<file path="config.mk">
export PLATFORM = sky130hd
export DESIGN_NAME = dmem_arbiter
export DESIGN_NICKNAME = d
export VERILOG_FILES = /design/src/rtl/dmem_arb_pkg.sv /design/src/rtl/dmem_arb_sel.sv /design/src/rtl/dmem_arbiter.sv
export SDC_FILE = /design/constraint.sdc
export NUM_CORES = 1
export LEC_CHECK = 0
export CORE_MARGIN = 3
export CORE_UTILIZATION = 35
export CTS_CLUSTER_SIZE = 10
export DETAILED_ROUTE_END_ITERATION = 7
export PLACE_DENSITY = 0.77
export SLEW_MARGIN = 20
export SYNTH_ARGS = -nofsm -noshare
export SYNTH_HDL_FRONTEND = slang
export SYNTH_SLANG_ARGS = --single-unit
</file>
<file path="constraint.sdc">
create_clock -name clk -period 2.74 [get_ports clk]
set_input_delay 0.548 -clock clk [delete_from_list [all_inputs] [get_ports clk]]
set_output_delay 0.548 -clock clk [all_outputs]
set_load 0.1 [all_outputs]
</file>
<file path="src/rtl/dmem_arb_pkg.sv">
// Shared definitions for the two-port data-memory arbiter.
// The arbiter FSM state type, the number of requesting ports and the
// default abort limit for a memory access that never completes live here
// so that the top level and the grant selector agree on them.
// Optional feature macro: DMEM_ARB_RR_EN (round-robin arbitration).
package dmem_arb_pkg;

   typedef enum logic [1:0] {
      IDLE = 2'd0,
      WAIT = 2'd1,
      RESP = 2'd2
   } state_t;

   // Number of requesting ports.
   localparam int NUM_PORTS = 2;

   // Default number of WAIT cycles before an access is abandoned.
   localparam int DEFAULT_TIMEOUT = 16;

   // Width of the WAIT cycle counter; large enough for TIMEOUT up to 255.
   localparam int CNT_W = 8;

endpackage

</file>
<file path="src/rtl/dmem_arb_sel.sv">
// Winner selection for the data-memory arbiter.
// Purely combinational: turns the per-port request vector into a one-hot
// grant. With DMEM_ARB_RR_EN defined, a tie goes to the port that did not
// win last time; otherwise port 0 always wins and no history is needed.
module dmem_arb_sel
   import dmem_arb_pkg::*;
(
   input  logic [NUM_PORTS-1:0] i_req_valid,
`ifdef DMEM_ARB_RR_EN
   input  logic                 i_last_grant,
`endif
   output logic [NUM_PORTS-1:0] o_grant
);

`ifdef DMEM_ARB_RR_EN
   // Round-robin pick: a lone requester wins, a tie goes to the other port.
   always_comb begin
      o_grant = '0;
      if (i_req_valid == 2'b11) begin
         o_grant = i_last_grant ? 2'b01 : 2'b10;
      end else if (i_req_valid[0]) begin
         o_grant = 2'b01;
      end else if (i_req_valid[1]) begin
         o_grant = 2'b10;
      end
   end
`else
   // Fixed-priority pick: port 0 always beats port 1.
   always_comb begin
      o_grant = '0;
      if (i_req_valid[0]) begin
         o_grant = 2'b01;
      end else if (i_req_valid[1]) begin
         o_grant = 2'b10;
      end
   end
`endif

endmodule

</file>
<file path="src/rtl/dmem_arbiter.sv">
// Two-port data-memory arbiter.
// Picks one of two requesters, launches a single memory access, waits for
// the memory (or gives up after TIMEOUT cycles) and returns a one-cycle
// completion pulse to the winner. Every output is registered, so a request
// sampled in IDLE sees mem_valid one cycle later and, with a memory that
// answers in the following cycle, req_ready three cycles later.
// Optional feature macro: DMEM_ARB_RR_EN (round-robin instead of fixed
// priority; adds a last-grant register).
module dmem_arbiter
   import dmem_arb_pkg::*;
#(
   parameter int ADDR_W  = 32,
   parameter int DATA_W  = 32,
   parameter int TIMEOUT = DEFAULT_TIMEOUT
) (
   input  logic              clk,
   input  logic              rst_n,
   input  logic [1:0]        req_valid,
   input  logic [1:0]        req_rw,
   input  logic [ADDR_W-1:0] req_addr0,
   input  logic [ADDR_W-1:0] req_addr1,
   input  logic [DATA_W-1:0] req_wdata0,
   input  logic [DATA_W-1:0] req_wdata1,
   output logic [1:0]        req_ready,
   output logic [1:0]        req_err,
   output logic [DATA_W-1:0] req_rdata,
   output logic              mem_valid,
   output logic              mem_rw,
   output logic [ADDR_W-1:0] mem_addr,
   output logic [DATA_W-1:0] mem_wdata,
   input  logic              mem_ready,
   input  logic [DATA_W-1:0] mem_rdata
);

   state_t              r_state;
   state_t              w_state_nxt;

   logic [1:0]          r_grant;
   logic [CNT_W-1:0]    r_cnt;
   logic                r_mem_valid;
   logic                r_mem_rw;
   logic [ADDR_W-1:0]   r_mem_addr;
   logic [DATA_W-1:0]   r_mem_wdata;
   logic [1:0]          r_req_ready;
   logic [1:0]          r_req_err;
   logic [DATA_W-1:0]   r_req_rdata;

   logic [1:0]          w_grant;
   logic                w_start;
   logic                w_timeout;
   logic                w_win_rw;
   logic [ADDR_W-1:0]   w_win_addr;
   logic [DATA_W-1:0]   w_win_wdata;

   logic [1:0]          w_grant_nxt;
   logic [CNT_W-1:0]    w_cnt_nxt;
   logic                w_mem_valid_nxt;
   logic                w_mem_rw_nxt;
   logic [ADDR_W-1:0]   w_mem_addr_nxt;
   logic [DATA_W-1:0]   w_mem_wdata_nxt;
   logic [1:0]          w_req_ready_nxt;
   logic [1:0]          w_req_err_nxt;
   logic [DATA_W-1:0]   w_req_rdata_nxt;

`ifdef DMEM_ARB_RR_EN
   logic                r_last_grant;

   dmem_arb_sel u_sel (
      .i_req_valid  (req_valid),
      .i_last_grant (r_last_grant),
      .o_grant      (w_grant)
   );
`else
   dmem_arb_sel u_sel (
      .i_req_valid  (req_valid),
      .o_grant      (w_grant)
   );
`endif

   // A new access starts only when idle; requests at other times are ignored.
   assign w_start   = (r_state == IDLE) && (|req_valid);

   // The access is abandoned on the WAIT cycle that makes the count reach TIMEOUT.
   assign w_timeout = (r_cnt == CNT_W'(TIMEOUT - 1));

   assign w_win_rw    = w_grant[1] ? req_rw[1]  : req_rw[0];
   assign w_win_addr  = w_grant[1] ? req_addr1  : req_addr0;
   assign w_win_wdata = w_grant[1] ? req_wdata1 : req_wdata0;

   // State register; reset drops any in-flight access without a completion pulse.
   always_ff @(posedge clk or negedge rst_n) begin
      if (!rst_n) begin
         r_state <= IDLE;
      end else begin
         r_state <= w_state_nxt;
      end
   end

   // Next-state logic; memory completion and timeout both lead to the response cycle.
   always_comb begin
      w_state_nxt = r_state;
      case (r_state)
         IDLE: begin
            if (|req_valid) begin
               w_state_nxt = WAIT;
            end
         end
         WAIT: begin
            if (mem_ready || w_timeout) begin
               w_state_nxt = RESP;
            end
         end
         RESP: begin
            w_state_nxt = IDLE;
         end
         default: begin
            w_state_nxt = IDLE;
         end
      endcase
   end

   // Output logic: next values of the registered memory request and response.
   always_comb begin
      w_grant_nxt     = r_grant;
      w_cnt_nxt       = r_cnt;
      w_mem_valid_nxt = r_mem_valid;
      w_mem_rw_nxt    = r_mem_rw;
      w_mem_addr_nxt  = r_mem_addr;
      w_mem_wdata_nxt = r_mem_wdata;
      w_req_ready_nxt = '0;
      w_req_err_nxt   = '0;
      w_req_rdata_nxt = '0;
      case (r_state)
         IDLE: begin
            if (|req_valid) begin
               w_grant_nxt     = w_grant;
               w_cnt_nxt       = '0;
               w_mem_valid_nxt = 1'b1;
               w_mem_rw_nxt    = w_win_rw;
               w_mem_addr_nxt  = w_win_addr;
               w_mem_wdata_nxt = w_win_wdata;
            end
         end
         WAIT: begin
            if (mem_ready) begin
               w_mem_valid_nxt = 1'b0;
               w_req_ready_nxt = r_grant;
               w_req_rdata_nxt = r_mem_rw ? '0 : mem_rdata;
            end else if (w_timeout) begin
               w_mem_valid_nxt = 1'b0;
               w_req_ready_nxt = r_grant;
               w_req_err_nxt   = r_grant;
            end else begin
               w_cnt_nxt = r_cnt + CNT_W'(1);
            end
         end
         default: begin
         end
      endcase
   end

   // Datapath and response registers; everything clears on reset.
   always_ff @(posedge clk or negedge rst_n) begin
      if (!rst_n) begin
         r_grant     <= '0;
         r_cnt       <= '0;
         r_mem_valid <= 1'b0;
         r_mem_rw    <= 1'b0;
         r_mem_addr  <= '0;
         r_mem_wdata <= '0;
         r_req_ready <= '0;
         r_req_err   <= '0;
         r_req_rdata <= '0;
      end else begin
         r_grant     <= w_grant_nxt;
         r_cnt       <= w_cnt_nxt;
         r_mem_valid <= w_mem_valid_nxt;
         r_mem_rw    <= w_mem_rw_nxt;
         r_mem_addr  <= w_mem_addr_nxt;
         r_mem_wdata <= w_mem_wdata_nxt;
         r_req_ready <= w_req_ready_nxt;
         r_req_err   <= w_req_err_nxt;
         r_req_rdata <= w_req_rdata_nxt;
      end
   end

`ifdef DMEM_ARB_RR_EN
   // Remember which port won most recently; reset favours port 0 next time.
   always_ff @(posedge clk or negedge rst_n) begin
      if (!rst_n) begin
         r_last_grant <= 1'b1;
      end else if (w_start) begin
         r_last_grant <= w_grant[1];
      end
   end
`endif

   assign req_ready = r_req_ready;
   assign req_err   = r_req_err;
   assign req_rdata = r_req_rdata;
   assign mem_valid = r_mem_valid;
   assign mem_rw    = r_mem_rw;
   assign mem_addr  = r_mem_addr;
   assign mem_wdata = r_mem_wdata;

endmodule
</file>
==> impl_metrics.tcl <==
set metrics [dict create \
    status "completed" \
    htree_levels 4 \
    dp_hpwl_mm 10.6 \
    max_slew_margin_pct 56.4 \
    ys_seq_area_share_pct 59.8 \
    dr_total_vias 4116 \
    synth-simple-area-share_pct 13.8 \
    r2r_slack_ps 1020 \
    path_clk_slew_ps 50 \
    antenna_left 0 \
    synth_mux_area_share_pct 14.2 \
    worst_pin_slew_ps 654 \
    utilization_pct 60.6 \
    wl_per_cell_um 15.8 \
    timing.hold.ws_ps 478 \
    start_util_pct 35.9 \
    row_count 42 \
    clock-sinks 114 \
    track_usage_pct 18.5 \
    port_buffers 268 \
    drc_errors 0 \
    synth_cell_types 33 \
    insertedDiodeCount 0 \
    synth_xor_area_share_pct 0.367 \
    rsz0062_at_grt "false" \
    synth_area_leader_cell "dfrtp_1" \
    vdd_ir_drop_max_mv 0.593 \
    period_share_pct 71.0 \
    synth-main-ff-cell "dfrtp_1" \
    cp-end-kind "flop" \
    crit_required_ps 3000 \
    area_growth_pct 68.9 \
    start_kind "input pin" \
    drt_wl_total_mm 14.0 \
    worstPathCellList "clkdlybuf4s50_1 -> nand2b_4 -> buf_12 -> mux2i_1 -> o21ai_0" \
    drv_slew 0 \
    cts_resized 0 \
    layout-drive-gt1-share_pct 21.5 \
    synth_compound_area_share_pct 9.10 \
    synth.most_common_cell "dfrtp_1" \
    ys_async_sr_fraction_pct 100 \
    synth_top_family_by_area "multiplexers" \
    via_per_inst 4.66 \
    hold_violations 0 \
    grt_overflow_total 0 \
    hold_class "reg -> reg" \
    yosysTopAreaCellShare_pct 59.8 \
    clkLatencyLatePin_ps 400 \
    grt_pass1_wl_mm 21.5 \
    synth_nets 591 \
    yosys_warnings 0 \
    syn_inst 423 \
    setup_viol 0 \
    ys_ff_latch 114 \
    synth_edf_count 0 \
    grt_max_degree 83 \
    core_region_area_um2 13300 \
    synth.area.top_cells "dfrtp_1 60%, mux2i_1 14%, o21ai_0 6.9%" \
    crit_arrival_ps 2200 \
    power_density_nw_per_um2 1370 \
    p_leak_uw 0.00403 \
    path_max_fanout 21 \
    drt_iter0_markers 197 \
    antenna_found_initial 0 \
    synth_area_um2 4770 \
    cts_max_path_buffers 2 \
    dieWidth_um 123 \
    finalClockSkew_ps 6.45 \
    slowest_stage "clkdlybuf4s50_1" \
    fillCellCount 1091 \
    nets 864 \
    cts_buffers 17 \
    maxCapViolCount 0 \
    grt_pass1_vias 4281 \
    drt_first_pass_iters 4 \
    cts_tree "done" \
    slowest_delay_ps 610 \
    fin_crit_ps 1950 \
    synthAdderAreaFrac_pct 0.262 \
    syn_avg_cell_area_um2 11.3 \
    die_h_um 123 \
    synthTopCellsByCount "114 x dfrtp_1, 69 x nand2_1, 66 x mux2i_1, 66 x o21ai_0, 36 x and2_1" \
    tns_ps 0 \
    io_pins 269 \
    max_freq_mhz 514 \
    cts_root_buf "clkbuf_16" \
    worstSetupPathType "in -> reg" \
    place_congestion 0.800 \
    die_area_um2 15100 \
]
## final cells by class
cell class                 instances  area (µm²)  share of cell area [%]
clock inverter                    11         135                    1.68
multi-input combinational        283        1820                    22.6
tap                              176         220                    2.73
sequential                       114        2850                    35.4
timing repair buffer             278        2550                    31.7
clock buffer                      20         467                    5.79
inverter                           2        7.51                  0.0932
## kinds of logic after synthesis
family,Yosys count
AND/OR/NAND/NOR,133
flip-flops,114
AO/OA/AOI/OAI,80
adder cells (fa/ha/maj),1
multiplexers,67
XOR/XNOR,2
buffers and inverters,26
## path summary, 6_finish.rpt
path / start / endpoint / depth (start not counted)
max: req_valid[0] / mem_wdata[19] / 5
min: mem_addr[27] / mem_addr[27] / 2
max reg2reg: r_cnt[5] / r_cnt[0] / 4
min reg2reg: mem_addr[27] / mem_addr[27] / 2
max in group asynchronous: rst_n / mem_addr[4] / 3
min in group asynchronous: rst_n / req_rdata[3] / 2
## per-layer routing
metal	share of wire [%]	GRT usage [%]	up-vias
met3	12	8.89	16
li1	-	-	1986
met5	0	0	-
met4	1.3	6.79	0
met2	48	30.7	200
met1	38	20.8	1914
## cells in the final DEF (no fill, tap or decap), types with 2 or more instances in the layout
| cell type | n |
|---|---|
| a21oi_1 | 4 |
| and2_1 | 36 |
| and3_2 | 2 |
| buf_12 | 4 |
| buf_4 | 108 |
| bufinv_16 | 3 |
| clkbuf_16 | 17 |
| clkbuf_8 | 3 |
| clkdlybuf4s50_1 | 165 |
| clkinv_2 | 6 |
| clkinvlp_4 | 2 |
| dfrtp_1 | 114 |
| inv_1 | 2 |
| mux2i_1 | 66 |
| nand2_1 | 69 |
| nand2b_1 | 2 |
| nand3_1 | 3 |
| nand4_1 | 3 |
| nor2_1 | 7 |
| nor2b_1 | 2 |
| o21a_1 | 2 |
| o21ai_0 | 66 |
| o31ai_1 | 3 |
| xor2_1 | 2 |
## sequential cells by signal (all words and copies together), names as in the netlist
signal     cells
req_rdata     32
req_ready      2
mem_rw         1
mem_wdata     32
r_state        2
r_grant        2
mem_valid      1
mem_addr      32
r_cnt          8
req_err        2
## repair_timing
item	CTS	global route
hold endpoints to repair	2	0
hold buffers	1	0
setup buffers	0	0
## worst max-delay path: cells and delay by family
| kind | cells | cell delay (ps) |
|---|---|---|
| AO/OA/AOI/OAI | 1 | 110 |
| buffers and inverters | 2 | 850 |
| AND/OR/NAND/NOR | 1 | 410 |
| multiplexers | 1 | 260 |
## power by group
group	switching [µW]	internal [µW]	total, µW	leakage (µW)
registers	340	2280	2620	0.00146
clock network	744	1480	2230	0.000297
logic	4940	1250	6200	0.00227
## through the flow
step	instance area (µm²)	total power [µW]	setup WS [ps]	cells
6_report	8060	11000	795	884
5_1_grt	8060	11500	701	884
4_1_cts	8060	11200	812	884
3_5_place_dp	7440	8880	377	852
3_3_place_gp	7440	8800	451	852
2_1_floorplan	4770	7330	1090	423
(Power assumes the default switching activity.)
